==> src/rtl/video_src_select_ctrl.sv <==
// Frame-synchronous select controller for the 4:1 pixel source mux, with manual request and auto-cycle modes.
// Latency: an accepted request reaches s1/s0 one cycle after the next frame_start; auto switches land one cycle after the dwell-ending frame_start.
// Backpressure: req_ready is high only in STEADY, so requests stall while a switch is pending or blanking is active.
module video_src_select_ctrl #(
    parameter int BLANK_FRAMES = 1,
    parameter int DWELL_FRAMES = 60,
    parameter int CNT_W        = 8
) (
    input  logic       clk,
    input  logic       rst_n,
    input  logic       frame_start,
    input  logic       req_valid,
    input  logic [1:0] req_sel,
    output logic       req_ready,
    input  logic       auto_en,
    output logic       s1,
    output logic       s0,
    output logic       blank,
    output logic       busy
);

    typedef enum logic [1:0] {STEADY, PENDING, BLANK} state_t;

    localparam bit               HAS_BLANK  = (BLANK_FRAMES > 0);
    localparam logic [CNT_W-1:0] DWELL_LAST = CNT_W'(DWELL_FRAMES - 1);
    localparam logic [CNT_W-1:0] BLANK_LAST = CNT_W'((BLANK_FRAMES > 0) ? BLANK_FRAMES - 1 : 0);

    state_t           state_q, state_d;
    logic [1:0]       sel_q, sel_d;
    logic [1:0]       pend_q, pend_d;
    logic [CNT_W-1:0] dwell_q, dwell_d;
    logic [CNT_W-1:0] blank_cnt_q, blank_cnt_d;
    logic             blank_q, blank_d;

    always_ff @(posedge clk or negedge rst_n) begin
        if (!rst_n) begin
            state_q     <= STEADY;
            sel_q       <= 2'd0;
            pend_q      <= 2'd0;
            dwell_q     <= '0;
            blank_cnt_q <= '0;
            blank_q     <= 1'b0;
        end else begin
            state_q     <= state_d;
            sel_q       <= sel_d;
            pend_q      <= pend_d;
            dwell_q     <= dwell_d;
            blank_cnt_q <= blank_cnt_d;
            blank_q     <= blank_d;
        end
    end

    always_comb begin
        state_d     = state_q;
        sel_d       = sel_q;
        pend_d      = pend_q;
        dwell_d     = dwell_q;
        blank_cnt_d = blank_cnt_q;
        blank_d     = blank_q;
        case (state_q)
            STEADY: begin
                // A handshake shadows both auto counting and any coincident frame_start.
                if (req_valid) begin
                    if (req_sel != sel_q) begin
                        pend_d  = req_sel;
                        dwell_d = '0;
                        state_d = PENDING;
                    end
                end else if (!auto_en) begin
                    dwell_d = '0;
                end else if (frame_start) begin
                    if (dwell_q == DWELL_LAST) begin
                        sel_d   = sel_q + 2'd1;
                        dwell_d = '0;
                        if (HAS_BLANK) begin
                            blank_d     = 1'b1;
                            blank_cnt_d = '0;
                            state_d     = BLANK;
                        end
                    end else begin
                        dwell_d = dwell_q + CNT_W'(1);
                    end
                end
            end
            PENDING: begin
                if (frame_start) begin
                    sel_d = pend_q;
                    if (HAS_BLANK) begin
                        blank_d     = 1'b1;
                        blank_cnt_d = '0;
                        state_d     = BLANK;
                    end else begin
                        state_d = STEADY;
                    end
                end
            end
            BLANK: begin
                if (frame_start) begin
                    if (blank_cnt_q == BLANK_LAST) begin
                        blank_d = 1'b0;
                        state_d = STEADY;
                    end else begin
                        blank_cnt_d = blank_cnt_q + CNT_W'(1);
                    end
                end
            end
            default: state_d = STEADY;
        endcase
    end

    assign req_ready = (state_q == STEADY);
    assign busy      = (state_q != STEADY);
    assign s1        = sel_q[1];
    assign s0        = sel_q[0];
    assign blank     = blank_q;

endmodule

==> config.mk <==
export PLATFORM = sky130hd
export DESIGN_NAME = video_src_select_ctrl
export DESIGN_NICKNAME = d
export VERILOG_FILES = /design/src/rtl/video_src_select_ctrl.sv
export SDC_FILE = /design/constraint.sdc
export NUM_CORES = 1
export LEC_CHECK = 0
export CAP_MARGIN = 20
export CORE_ASPECT_RATIO = 1.2
export CORE_MARGIN = 3
export CORE_UTILIZATION = 55
export DETAILED_ROUTE_END_ITERATION = 12
export MAX_ROUTING_LAYER = met4
export PLACE_DENSITY = 0.77
export SKIP_LAST_GASP = 1
export SYNTH_ARGS = -nofsm -noshare
export SYNTH_HDL_FRONTEND = slang
export SYNTH_SLANG_ARGS = --single-unit
==> constraint.sdc <==
create_clock -name clk -period 4 [get_ports clk]
set_clock_uncertainty 0.15 [all_clocks]
set_input_delay 0.4 -clock clk [delete_from_list [all_inputs] [get_ports clk]]
set_output_delay 0.4 -clock clk [all_outputs]
set_load 0.02 [all_outputs]
* Word-level counts from Yosys, hierarchy flattened *
Index checks and enable logic that the tools add are counted.

word-level totals
  flip-flop bits (word level) = 23
  latch bits = 0
  RAM bits = 0
  bits in read-only memories = 0
  bits of input ports = 7
  output and inout port bits = 5
  word-level logic and storage cells = 74
  memories kept = 0

cells by class
  add/sub/neg operators = 3
  $mul = 0
  div/mod/pow operators = 0
  $lt $le $gt $ge = 0
  equal/unequal tests = 18
  shift operators = 0
  mux-type cells = 36
  bitwise operators = 0
  reductions and logical operators = 11

operator list
  operator               number
  $mux W8                12
  $mux W2                13
  $pmux W8 S3            1
  $add A8 B1 Y8 const B  2
  $reduce_and A8 Y1      2
  $ne A2 B2 Y1 const B   6
  $ne A3 B2 Y1 const B   3
  $eq A8 B6 Y1 const B   1
  $logic_not A8 Y1       1
  $mux W1                7
  $reduce_and A7 Y1      1
  $ne A2 B1 Y1 const B   3
  $ne A3 B3 Y1 const B   2
  $pmux W2 S3            1
  $reduce_and A3 Y1      2
  $reduce_and A6 Y1      1
  $pmux W2 S2            1
  $reduce_bool A2 Y1     2
  $pmux W1 S3            1
  $reduce_bool A3 Y1     1
  $add A2 B1 Y2 const B  1
  $eq A2 B1 Y1 const B   1
  $eq A2 B2 Y1 const B   1
  $logic_not A2 Y1       1
  $ne A2 B2 Y1           1

* Depth between registers and ports, before layout *
Gate-level depths: netlist (run 1).

  word-level depth = 6
  mapped depth = 7
  gate-level depth less buffers = 6

* Least setup slack after synthesis (run 1) *
Ideal clock, no wire load.

  path kind = register -> register
  from = register blank_cnt_q[0]
  to = register blank_cnt_q[7]
  setup time = 136 ps
  data arrival time = 1,603 ps
  required time = 3,714 ps
  setup slack = 2,110 ps
  stages on the path, launching flop included = 7
  buffers on the path = 0
  period minus slack after synthesis = 1,890 ps
  path through = dfrtp_1 inv_1 ha_1 or4b_4 o211a_4 a41oi_1 a31oi_1

between the ends
  longest elaborated chain between the ends = 4
  elaborated cells on any way between the ends = 7
  classes of those cells = add/sub: 1; eq/ne: 1; mux: 3; reduce/logical: 2

RTL lines
  what                      RTL line  RTL
  start: declaration        32        logic [CNT_W-1:0] blank_cnt_q, blank_cnt_d;
  start signal: assignment  48        blank_cnt_q <= blank_cnt_d;
  $add A8 B1 Y8             103       blank_cnt_d = blank_cnt_q + CNT_W'(1);
  $mux W8                   99        if (blank_cnt_q == BLANK_LAST) begin
  $mux W8                   98        if (frame_start) begin
  $pmux W8 S3               60        case (state_q)

Several ways; a longest one is shown, not always the timed one. The select of a mux whose other input is x is not followed.
A chain may end at the register's enable or synchronous reset.

* Worst setup path after layout (run 1) *
  from = register state_q[0]
  to = output req_ready

between the ends
  longest elaborated chain between the ends = 1

RTL lines
  what                      RTL line  RTL
  start: declaration        28        state_t state_q, state_d;
  start signal: assignment  44        state_q <= state_d;
  $logic_not A2 Y1          111       assign req_ready = (state_q == STEADY);
  end: declaration          14        output logic req_ready,

No other way between the ends.

==> out/results.ini, run 1 <==
[critical_path]
r2r_slack_ns = 1.90
startpoint = state_q[0]$_DFFE_PN0P_
crit_buf_inv = 1
path_cells = nor2_4, clkdlybuf4s50_1
critical_path_class = reg -> out
ff2ff_path_depth = 5
critPathArrivalTime_ns = 1.62
endpoint = req_ready
r2r-start = dwell_q[0]$_DFFE_PN0P_
slowest_delay_ns = 0.62
reg2reg_to = blank_cnt_q[1]$_DFFE_PN0P_
crit_fanout = 9
cpMaxStageDelayCell = clkdlybuf4s50_1
crit_path_end_kind = primary output
worstPathRequired_ns = 3.45
cp-start-kind = flop
worstSetupPathDepth = 2
cp_top_family = buffers and inverters

[finish]
layout.nets = 163
syn_to_final_growth_pct = 13.2
fillerInstances = 200
antennaDiodeCount = 0
drive_gt1_share_pct = 9.21

[die]
die_x_um = 51.1
ios = 12
die_h_um = 60.1
fp.coreArea_mm2 = 0.00231
initial_core_util_pct = 58.2
num_rows = 19
dieArea_mm2 = 0.00307

[sta]
fin_ws_ns = 1.83
fin_crit_ns = 2.17
grt_setup_unrepaired = no
setup_viol_count_final = 0
tightest_slew_ns = 0.673
hold_viol = 0
max_slew_margin_pct = 55.1
period_share_pct = 54.1
finalSetupTns_ns = 0
maxSlewViolCount = 0
timing.fmax_ghz = 0.462

[synth]
synth_edf_count = 0
yosysSeqAreaShare_pct = 42.9
synthesis.area_mm2 = 0.00134
synth_fp_nets = 151
synth_compound_area_share_pct = 23.2
ys_ff_latch = 23
synthMuxAreaShare_pct = 4.01
syn_avg_cell_area_um2 = 9.52
synth-adder-area-share_pct = 2.80
synth_top_family_by_area = compound AO/OA/AOI/OAI gates
async_reset_ff_share_pct = 100
synth-warning-count = 0
synth.distinct_cells = 44
post_synth_xor_area_fraction_pct = 1.30
netlist_instances = 141
synth-main-ff-cell = dfrtp_1
yosys.area_share.simple_pct = 21.7

[power]
ir_drop_uv = 506
leakagePower_nw = 0.648
power.density_mw_per_mm2 = 584

[route]
drt_iter0_drc = 23
dr.pass1.iters = 4
postRouteAntennaNets = 0
drc = 0
via_count = 1122
via_per_inst = 6.13
wl_per_cell_um = 14.8
routed_wl_mm = 2.72

[cts]
h-tree-depth = 1
clock_sinks = 23
cts_made_buffers = 3
clock-root-buffer = clkbuf_4
cts_max_path_buffers = 2
cts_resized = 0
ctsHoldBuffers = 0
insertion_delay_ns = 0.31
path_clk_slew_ns = 0.13
cts_tree = yes
post-cts-setup-buffers = 0

[place]
dp_hpwl_mm = 1.95
gp_congestion = 0.838
place_ws_ns = 1.57
port-buffer-count = 11

[global_routing]
first_global_vias = 1074
grt_max_degree = 24
grt_pass1_wl_mm = 4.80
antenna_found_initial = 0
grtUsageTotal_pct = 21.2
gr-total-overflow = 0

[min_path]
hold_class = in -> async

[flow_run]
cap_violations = 0

[outcome]
status = finished, final reports clean

[how the worst min path moves through the flow]
stage	start	end	slack [ns]	cells after the start
after global routing	rst_n	blank_cnt_q[5]$_DFFE_PN0P_	0.18	1
after CTS	dwell_q[0]$_DFFE_PN0P_	dwell_q[0]$_DFFE_PN0P_	0.36	1
after global placement	blank_cnt_q[7]$_DFFE_PN0P_	blank_cnt_q[7]$_DFFE_PN0P_	0.34	1
final	rst_n	blank_cnt_q[5]$_DFFE_PN0P_	0.19	1
after detailed placement	dwell_q[0]$_DFFE_PN0P_	dwell_q[0]$_DFFE_PN0P_	0.34	1
after floorplan	rst_n	blank$_DFFE_PN0P_	-0.05	0
[sequential cells by signal (all words and copies together) (netlist names)]
register     cells
sel_q            2
pend_q           2
dwell_q          8
state_q          2
blank            1
blank_cnt_q      8
[layout make-up]
| class | count | area, um2 | area share [%] |
|---|---|---|---|
| Multi-Input combinational cell | 105 | 712 | 46.8 |
| Sequential cell | 23 | 576 | 37.9 |
| Clock buffer | 4 | 26.3 | 1.73 |
| Tap cell | 31 | 38.8 | 2.55 |
| Inverter | 8 | 30.0 | 1.98 |
| Timing Repair Buffer | 12 | 138 | 9.05 |
[layout by cell type, fill, tap and decap left out, types with 2 or more instances in the layout]
master	netlist	final
a41oi_1	2	2
nor2b_1	3	3
o22ai_1	3	3
nand2b_1	7	7
ha_1	3	3
nand3_1	8	8
nor2_1	6	6
mux2_2	2	2
mux2i_1	2	2
o21ai_1	8	8
dfrtp_1	23	23
clkdlybuf4s50_1	0	11
nor3b_1	2	2
nand4_1	2	2
o21ai_0	4	4
inv_1	7	7
a21o_1	2	2
clkbuf_4	0	3
and3_1	5	5
a31oi_1	5	5
nand2_1	10	10
o31ai_1	2	2
xnor2_1	2	2
a21oi_1	9	9
[worst register-to-register path, cell delays in order, from the launching register on]
cell and delay [ns]:
dfrtp_1 0.40, ha_1 0.30, nor4b_4 0.32, a41oi_1 0.26, a21oi_2 0.37, mux2i_1 0.23
[per-layer routing]
| metal | routed length, um | global-route usage (%) | vias to the layer above |
|---|---|---|---|
| met1 | 1230 | 25.2 | 551 |
| met4 | 31 | 7.69 | 0 |
| li1 | - | - | 538 |
| met5 | 0 | - | - |
| met3 | 78 | 3.49 | 4 |
| met2 | 1370 | 36.3 | 29 |
[where the power goes]
group          internal (mW)  switching, mW  total (mW)
registers              0.285         0.0636       0.348
clock network         0.0389         0.0693       0.108
logic                  0.199          0.232       0.431
total                  0.523          0.365       0.887
[logic make-up (layout without fill, tap and decap cells)]
logic type | count (synthesis) | in the layout
simple gates | 49 | 49
compound gates | 46 | 46
buf+inv | 13 | 24
fa+ha+maj | 3 | 3
flops | 23 | 23
mux | 5 | 5
xor+xnor | 2 | 2
[synth_stat cells, types with 3 or more instances]
master     n  share of area (%)
dfrtp_1   23                 43
nand3_1    8                3.0
a21oi_1    9                3.4
o22ai_1    3                1.4
nor2_1     6                1.7
a31oi_1    5                2.3
ha_1       3                2.8
nor2b_1    3                1.4
o21ai_1    8                3.0
o21ai_0    4                1.5
nand2b_1   7                3.3
nand2_1   10                2.8
inv_1      7                2.0
and3_1     5                2.3
[metrics by stage]
step | std cells | utilization (%) | hold slack, ns | instance area, um2 | power, mW
2_1_floorplan | 141 | - | -0.0456 | 1340 | 0.662
3_3_place_gp | 178 | 63.6 | 0.337 | 1470 | 0.769
3_5_place_dp | 178 | 63.6 | 0.341 | 1470 | 0.780
4_1_cts | 182 | 64.7 | 0.359 | 1490 | 0.890
5_1_grt | 183 | 65.9 | 0.184 | 1520 | 0.959
6_report | 183 | 65.9 | 0.189 | 1520 | 0.887
No activity file was read; power rests on OpenSTA's default activity.
==> run 2: changes to the inputs <==
- CORE_UTILIZATION: 55 -> 51
- PLACE_DENSITY: 0.77 -> 0.75
- clock period: 4 -> 1.8 ns (I/O delays scaled with it)
==> out/results.ini, run 2 (same netlist as run 1, synthesis figures left out) <==
[outcome]
status = finished, violations left  ; was finished, final reports clean
violations = setup timing

[finish]
final_common_cell = buf_4  ; was dfrtp_1
antennaDiodeCount = 0  ; unchanged
syn_to_final_growth_pct = 43.7  ; was 13.2%
layout.nets = 196  ; was 163
drive_gt1_share_pct = 37.8  ; was 9.21%
top_regs = blank_cnt_q: 8 flops, dwell_q: 8 flops  ; unchanged
stdcell_count = 216  ; was 183
layout_common_cells = buf_4 (31), dfrtp_1 (23), nand2_1 (10), nand3_1 (8), clkdlybuf4s50_1 (8)  ; was dfrtp_1 (23), clkdlybuf4s50_1 (11), nand2_1 (10), a21oi_1 (9)

[cts]
clock_sinks = 23  ; unchanged
cts_max_path_buffers = 2  ; unchanged
h-tree-depth = 1  ; unchanged
cts_tree = yes  ; unchanged
insertion_delay_ns = 0.31  ; about the same
path_clk_slew_ns = 0.13  ; about the same
cts_made_buffers = 3  ; unchanged
ctsHoldBuffers = 0  ; unchanged
clock-root-buffer = clkbuf_4  ; unchanged

[global_routing]
grt_pass1_wl_mm = 5.32  ; was 4.80 mm
antenna_found_initial = 0  ; unchanged
first_global_vias = 1214  ; was 1074
grtUsageTotal_pct = 21.2  ; about the same
grt_max_degree = 24  ; unchanged
gr-total-overflow = 0  ; unchanged

[route]
drt_iter0_drc = 49  ; was 23
drc = 0  ; unchanged
wl_per_cell_um = 16.3  ; was 14.8 um
postRouteAntennaNets = 0  ; unchanged
via_per_inst = 5.77  ; was 6.13
routed_wl_mm = 3.53  ; was 2.72 mm
via_count = 1247  ; was 1122
dr.pass1.iters = 4  ; unchanged

[die]
fp.coreArea_mm2 = 0.00240  ; was 0.00231 mm2
num_rows = 19  ; unchanged
ios = 12  ; unchanged
initial_core_util_pct = 55.9  ; was 58.2%
die_h_um = 62.2  ; was 60.1 um
dieArea_mm2 = 0.00329  ; was 0.00307 mm2
die_x_um = 52.8  ; was 51.1 um

[place]
dp_hpwl_mm = 2.25  ; was 1.95 mm
place_ws_ns = -0.128  ; was 1.57 ns
placed_cells_incl_taps = 207  ; was 178
gp_congestion = 0.803  ; was 0.838
port-buffer-count = 11  ; unchanged

[sta]
setup_viol_count_final = 11  ; was 0
grt_setup_unrepaired = yes  ; was no
timing.fmax_ghz = 0.520
tightest_slew_ns = 0.453  ; was 0.673 ns
period_share_pct = 107
hold_viol = 0  ; unchanged
maxSlewViolCount = 0  ; unchanged
fin_ws_ns = -0.123  ; was 1.83 ns
max_slew_margin_pct = 69.7  ; was 55.1%
fin_crit_ns = 1.92

[power]
internal-power_mw = 1.45  ; was 0.523 mW
ir_drop_uv = 956  ; was 506 uV
switching_share_pct = 41.7  ; was 41.1%
leakagePower_nw = 0.845  ; was 0.648 nW
power.density_mw_per_mm2 = 1290  ; was 584 mW/mm2
share_comb_of_total_power_pct = 60.4  ; was 48.5%
power_switching_mw = 1.04  ; was 0.365 mW
p_clk_share_pct = 9.7  ; was 12.2%
sequentialPowerShare_pct = 29.9  ; was 39.3%
power_mw = 2.49  ; was 0.887 mW

[critical_path]
crit_path_end_kind = flop  ; was primary output
r2r-start = blank_cnt_q[0]$_DFFE_PN0P_  ; was dwell_q[0]$_DFFE_PN0P_
startpoint = blank_cnt_q[0]$_DFFE_PN0P_  ; was state_q[0]$_DFFE_PN0P_
critical_path_class = reg -> reg  ; was reg -> out
cp-start-kind = flop  ; unchanged
crit_fanout = 5  ; was 9
critPathArrivalTime_ns = 1.98  ; was 1.62 ns
worstPathRequired_ns = 1.86  ; was 3.45 ns

[flow_run]
cap_violations = 0  ; unchanged

[min_path]
hold_class = in -> async  ; unchanged

## run 2: cell count changes in the layout (fill, tap and decap cells not counted), sizes merged
cell,before,now
buf,1,34
dlymetal6s2s,0,1
dlygate4sd2,0,2
clkdlybuf4s50,11,8
## run 2: repair_timing
| item | 4_1_cts | 5_1_grt |
|---|---|---|
| hold endpoints to repair | 0 | 0 |
| setup buffers | 1 | 7 |
| gates cloned | 0 | 0 |
| endpoints found under the setup margin | 11 | 18 |
| pin swaps | 7 | 12 |
| gates resized for setup | 13 | 23 |
## run 2: worst max-delay path, cell delays in order, from the launching register on
cell,delay [ns]
dfrtp_1,0.41
inv_2,0.08
ha_4,0.12
or4b_4,0.53
o211ai_4,0.28
nor2_2,0.05
o22a_1,0.20
## run 2: layout make-up
class	instances	area, um2
tap	31	38.8
fill	165	472
sequential	23	576
timing repair buffer	45	377
inverter	8	30.0
clock buffer	4	26.3
multi-input combinational	105	882
## run 2: power groups by stage
stage | registers (mW) | logic [mW] | clock network [mW]
final | 0.745 | 1.50 | 0.242
after global routing | 0.758 | 1.63 | 0.260
after CTS | 0.729 | 1.29 | 0.243
after detailed placement | 0.740 | 1.23 | 0
after global placement | 0.730 | 1.20 | 0
after floorplan | 0.760 | 0.732 | 0
## run 2: worst paths after layout
| path | cells after the start | slack, ns | to |
|---|---|---|---|
| min in group clk | 1 | 0.39 | dwell_q[3]$_DFFE_PN0P_ |
| hold reg to reg | 1 | 0.39 | dwell_q[3]$_DFFE_PN0P_ |
| hold / removal | 2 | 0.06 | sel_q[1]$_DFFE_PN0P_ |
| setup / recovery | 6 | -0.12 | blank_cnt_q[2]$_DFFE_PN0P_ |
| max in group asynchronous | 2 | 1.21 | dwell_q[7]$_DFFE_PN0P_ |
| setup reg to reg | 6 | -0.12 | blank_cnt_q[2]$_DFFE_PN0P_ |
## run 2: through the flow
| stage | setup TNS, ns | hold WS (ns) | instance area [um2] | utilization [%] |
|---|---|---|---|---|
| after floorplan | 0 | -0.266 | 1360 | - |
| after global placement | -0.889 | 0.342 | 1690 | 70.5 |
| after detailed placement | -1.42 | 0.359 | 1690 | 70.5 |
| after CTS | -0.585 | 0.0760 | 1780 | 74.3 |
| after global routing | -1.79 | 0.0804 | 1930 | 80.4 |
| final | -0.808 | 0.0647 | 1930 | 80.4 |
## run 2: per-layer routing
layer	vias up	wire (um)	global-route usage, %
met4	0	36	7.03
met5	-	0	-
met2	17	1900	33.1
met1	622	1540	28.1
met3	4	55	2.39
li1	604	-	-
==> run 3: changes to the inputs <==
--- a/config.mk
+++ b/config.mk
@@ -6,5 +6,4 @@
 export NUM_CORES = 1
 export LEC_CHECK = 0
-export CAP_MARGIN = 20
 export CORE_ASPECT_RATIO = 1.2
 export CORE_MARGIN = 3
--- a/constraint.sdc
+++ b/constraint.sdc
@@ -3,3 +3,3 @@
 set_input_delay 0.18 -clock clk [delete_from_list [all_inputs] [get_ports clk]]
 set_output_delay 0.18 -clock clk [all_outputs]
-set_load 0.02 [all_outputs]
+set_load 0.05 [all_outputs]
==> out/results.ini, run 3 (same netlist as run 1, synthesis figures left out) <==
[outcome]
status = finished, violations left  ; unchanged
violations = setup timing  ; unchanged

[finish]
multi_input_area_um2 = 802  ; was 882 um2
layout_common_cells = buf_4 (39), dfrtp_1 (22), nand2_1 (10), nand3_1 (8), o21ai_1 (8)  ; was buf_4 (31), dfrtp_1 (23), nand2_1 (10), nand3_1 (8), clkdlybuf4s50_1 (8)
layout.nets = 198  ; was 196
fin_util_pct = 77.9  ; was 80.4%
stdcell_count = 218  ; was 216
drive_gt1_share_pct = 36.9  ; was 37.8%
fillerInstances = 152  ; was 165
final_common_cell = buf_4  ; unchanged
regArea_um2 = 577  ; was 576 um2
antennaDiodeCount = 0  ; unchanged
syn_to_final_growth_pct = 39.2  ; was 43.7%
top_regs = blank_cnt_q: 8 flops, dwell_q: 8 flops  ; unchanged

[power]
power_switching_mw = 1.19  ; was 1.04 mW
ir_drop_uv = 1410  ; was 956 uV
power_mw = 2.76  ; was 2.49 mW
switching_share_pct = 43.2  ; was 41.7%
power.density_mw_per_mm2 = 1480  ; was 1290 mW/mm2
p_clk_share_pct = 9.1  ; was 9.7%
sequentialPowerShare_pct = 26.7  ; was 29.9%
internal-power_mw = 1.57  ; was 1.45 mW
share_comb_of_total_power_pct = 64.2  ; was 60.4%
leakagePower_nw = 0.843  ; was 0.845 nW

[die]
dieArea_mm2 = 0.00329  ; unchanged
fp.coreArea_mm2 = 0.00240  ; unchanged
initial_core_util_pct = 55.9  ; unchanged
ios = 12  ; unchanged
die_x_um = 52.8  ; unchanged
num_rows = 19  ; unchanged
die_h_um = 62.2  ; unchanged

[route]
drt_iter0_drc = 44  ; was 49
dr.pass1.iters = 4  ; unchanged
maxUsedRoutingLayer = met4  ; unchanged
routed_wl_mm = 3.58  ; was 3.53 mm
postRouteAntennaNets = 0  ; unchanged
via_count = 1277  ; was 1247
via_per_inst = 5.86  ; was 5.77
drc = 0  ; unchanged
drt-met1-wl_mm = 1.50  ; was 1.54 mm
wl_per_cell_um = 16.4  ; was 16.3 um
wl_met2_mm = 1.89  ; was 1.90 mm
dr_wl_met3_um = 123  ; was 55 um

[sta]
maxSlewViolCount = 0  ; unchanged
max_slew_margin_pct = 78.6  ; was 69.7%
fin_crit_ns = 1.89  ; was 1.92 ns
grt_setup_unrepaired = yes  ; unchanged
hold_viol = 0  ; unchanged
finalSetupTns_ns = -0.527  ; was -0.808 ns
fin_ws_ns = -0.0911  ; was -0.123 ns
timing.fmax_ghz = 0.529  ; was 0.520 GHz
tightest_slew_ns = 0.319  ; was 0.453 ns
period_share_pct = 105  ; was 107%
setup_viol_count_final = 10  ; was 11

[global_routing]
grt_max_degree = 24  ; unchanged
gr-total-overflow = 0  ; unchanged
grt_pass1_wl_mm = 5.38  ; was 5.32 mm
grtUsageTotal_pct = 22.5  ; was 21.2%
antenna_found_initial = 0  ; unchanged
first_global_vias = 1157  ; was 1214

[place]
port-buffer-count = 11  ; unchanged
gp_congestion = 0.932  ; was 0.803
placed_cells_incl_taps = 207  ; unchanged
place_ws_ns = -0.127  ; was -0.128 ns
dp_hpwl_mm = 2.28  ; was 2.25 mm

[min_path]
hold_class = in -> async  ; unchanged

[cts]
clock-root-buffer = clkbuf_4  ; unchanged
cts_tree = yes  ; unchanged
cts_max_path_buffers = 2  ; unchanged
path_clk_slew_ns = 0.14  ; was 0.13 ns
clock_sinks = 23  ; unchanged
insertion_delay_ns = 0.32  ; was 0.31 ns
cts_made_buffers = 3  ; unchanged
h-tree-depth = 1  ; unchanged

[critical_path]
crit_path_end_kind = flop  ; unchanged
critical_path_class = reg -> reg  ; unchanged
critPathArrivalTime_ns = 1.95  ; was 1.98 ns
worstPathRequired_ns = 1.86  ; about the same
cp-start-kind = flop  ; unchanged
crit_fanout = 5  ; unchanged

[flow_run]
cap_violations = 0  ; unchanged

## run 3: changes by cell type in the layout (fill, tap and decap cells not counted), sizes merged
cell / before / now
buf: 34 / 41
dlygate4sd2: 2 / 0
dlymetal6s2s: 1 / 0
clkdlybuf4s50: 8 / 6
## run 3: worst max-delay path, cell delays in order (launching register included)
cell and delay (ns):
dfrtp_1 0.42, inv_2 0.08, ha_4 0.14, or4b_4 0.51, o211a_4 0.28, a41oi_2 0.15, a31oi_1 0.06
## run 3: worst paths after layout
kind,start,endpoint,slack (ns),cells past startpoint
setup / recovery,blank_cnt_q[1]$_DFFE_PN0P_,blank_cnt_q[7]$_DFFE_PN0P_,-0.09,6
hold / removal,rst_n,dwell_q[3]$_DFFE_PN0P_,0.05,2
setup reg to reg,blank_cnt_q[1]$_DFFE_PN0P_,blank_cnt_q[7]$_DFFE_PN0P_,-0.09,6
hold reg to reg,blank$_DFFE_PN0P_,blank$_DFFE_PN0P_,0.38,2
max in group asynchronous,rst_n,sel_q[1]$_DFFE_PN0P_,1.19,2
min in group clk,req_sel[0],pend_q[0]$_DFFE_PN0P_,0.38,2
## run 3: cell type report
cell class / instances / area share [%]
Multi-Input combinational cell: 105 / 42.9
Sequential cell: 23 / 30.9
Timing Repair Buffer: 47 / 21.0
Tap cell: 31 / 2.07
Inverter: 8 / 1.74
Clock buffer: 4 / 1.41
## run 3: power groups by stage
stage | combinational, mW | sequential [mW] | clock, mW
final | 1.77 | 0.737 | 0.251
after global routing | 1.90 | 0.744 | 0.277
after CTS | 1.56 | 0.727 | 0.251
after detailed placement | 1.51 | 0.736 | 0
after global placement | 1.47 | 0.729 | 0
after floorplan | 0.826 | 0.836 | 0
## run 3: timing repair
action | CTS | global route
pin swaps | 7 | 5
setup buffers | 1 | 6
hold buffers | 0 | 0
gates resized for setup | 7 | 10
endpoints found under the setup margin | 17 | 17
## run 3: per-layer routing
metal,vias up,GRT usage [%]
met3,9,4.31
met5,-,-
met1,624,26.9
li1,614,-
met2,30,36.0
met4,0,9.90
## run 3: per-stage QoR
step | hold slack [ns] | instance area (um2)
floorplan | -0.266 | 1360
global placement | 0.338 | 1710
detailed placement | 0.347 | 1710
CTS | 0.0554 | 1770
global route | 0.0558 | 1870
finish | 0.0522 | 1870
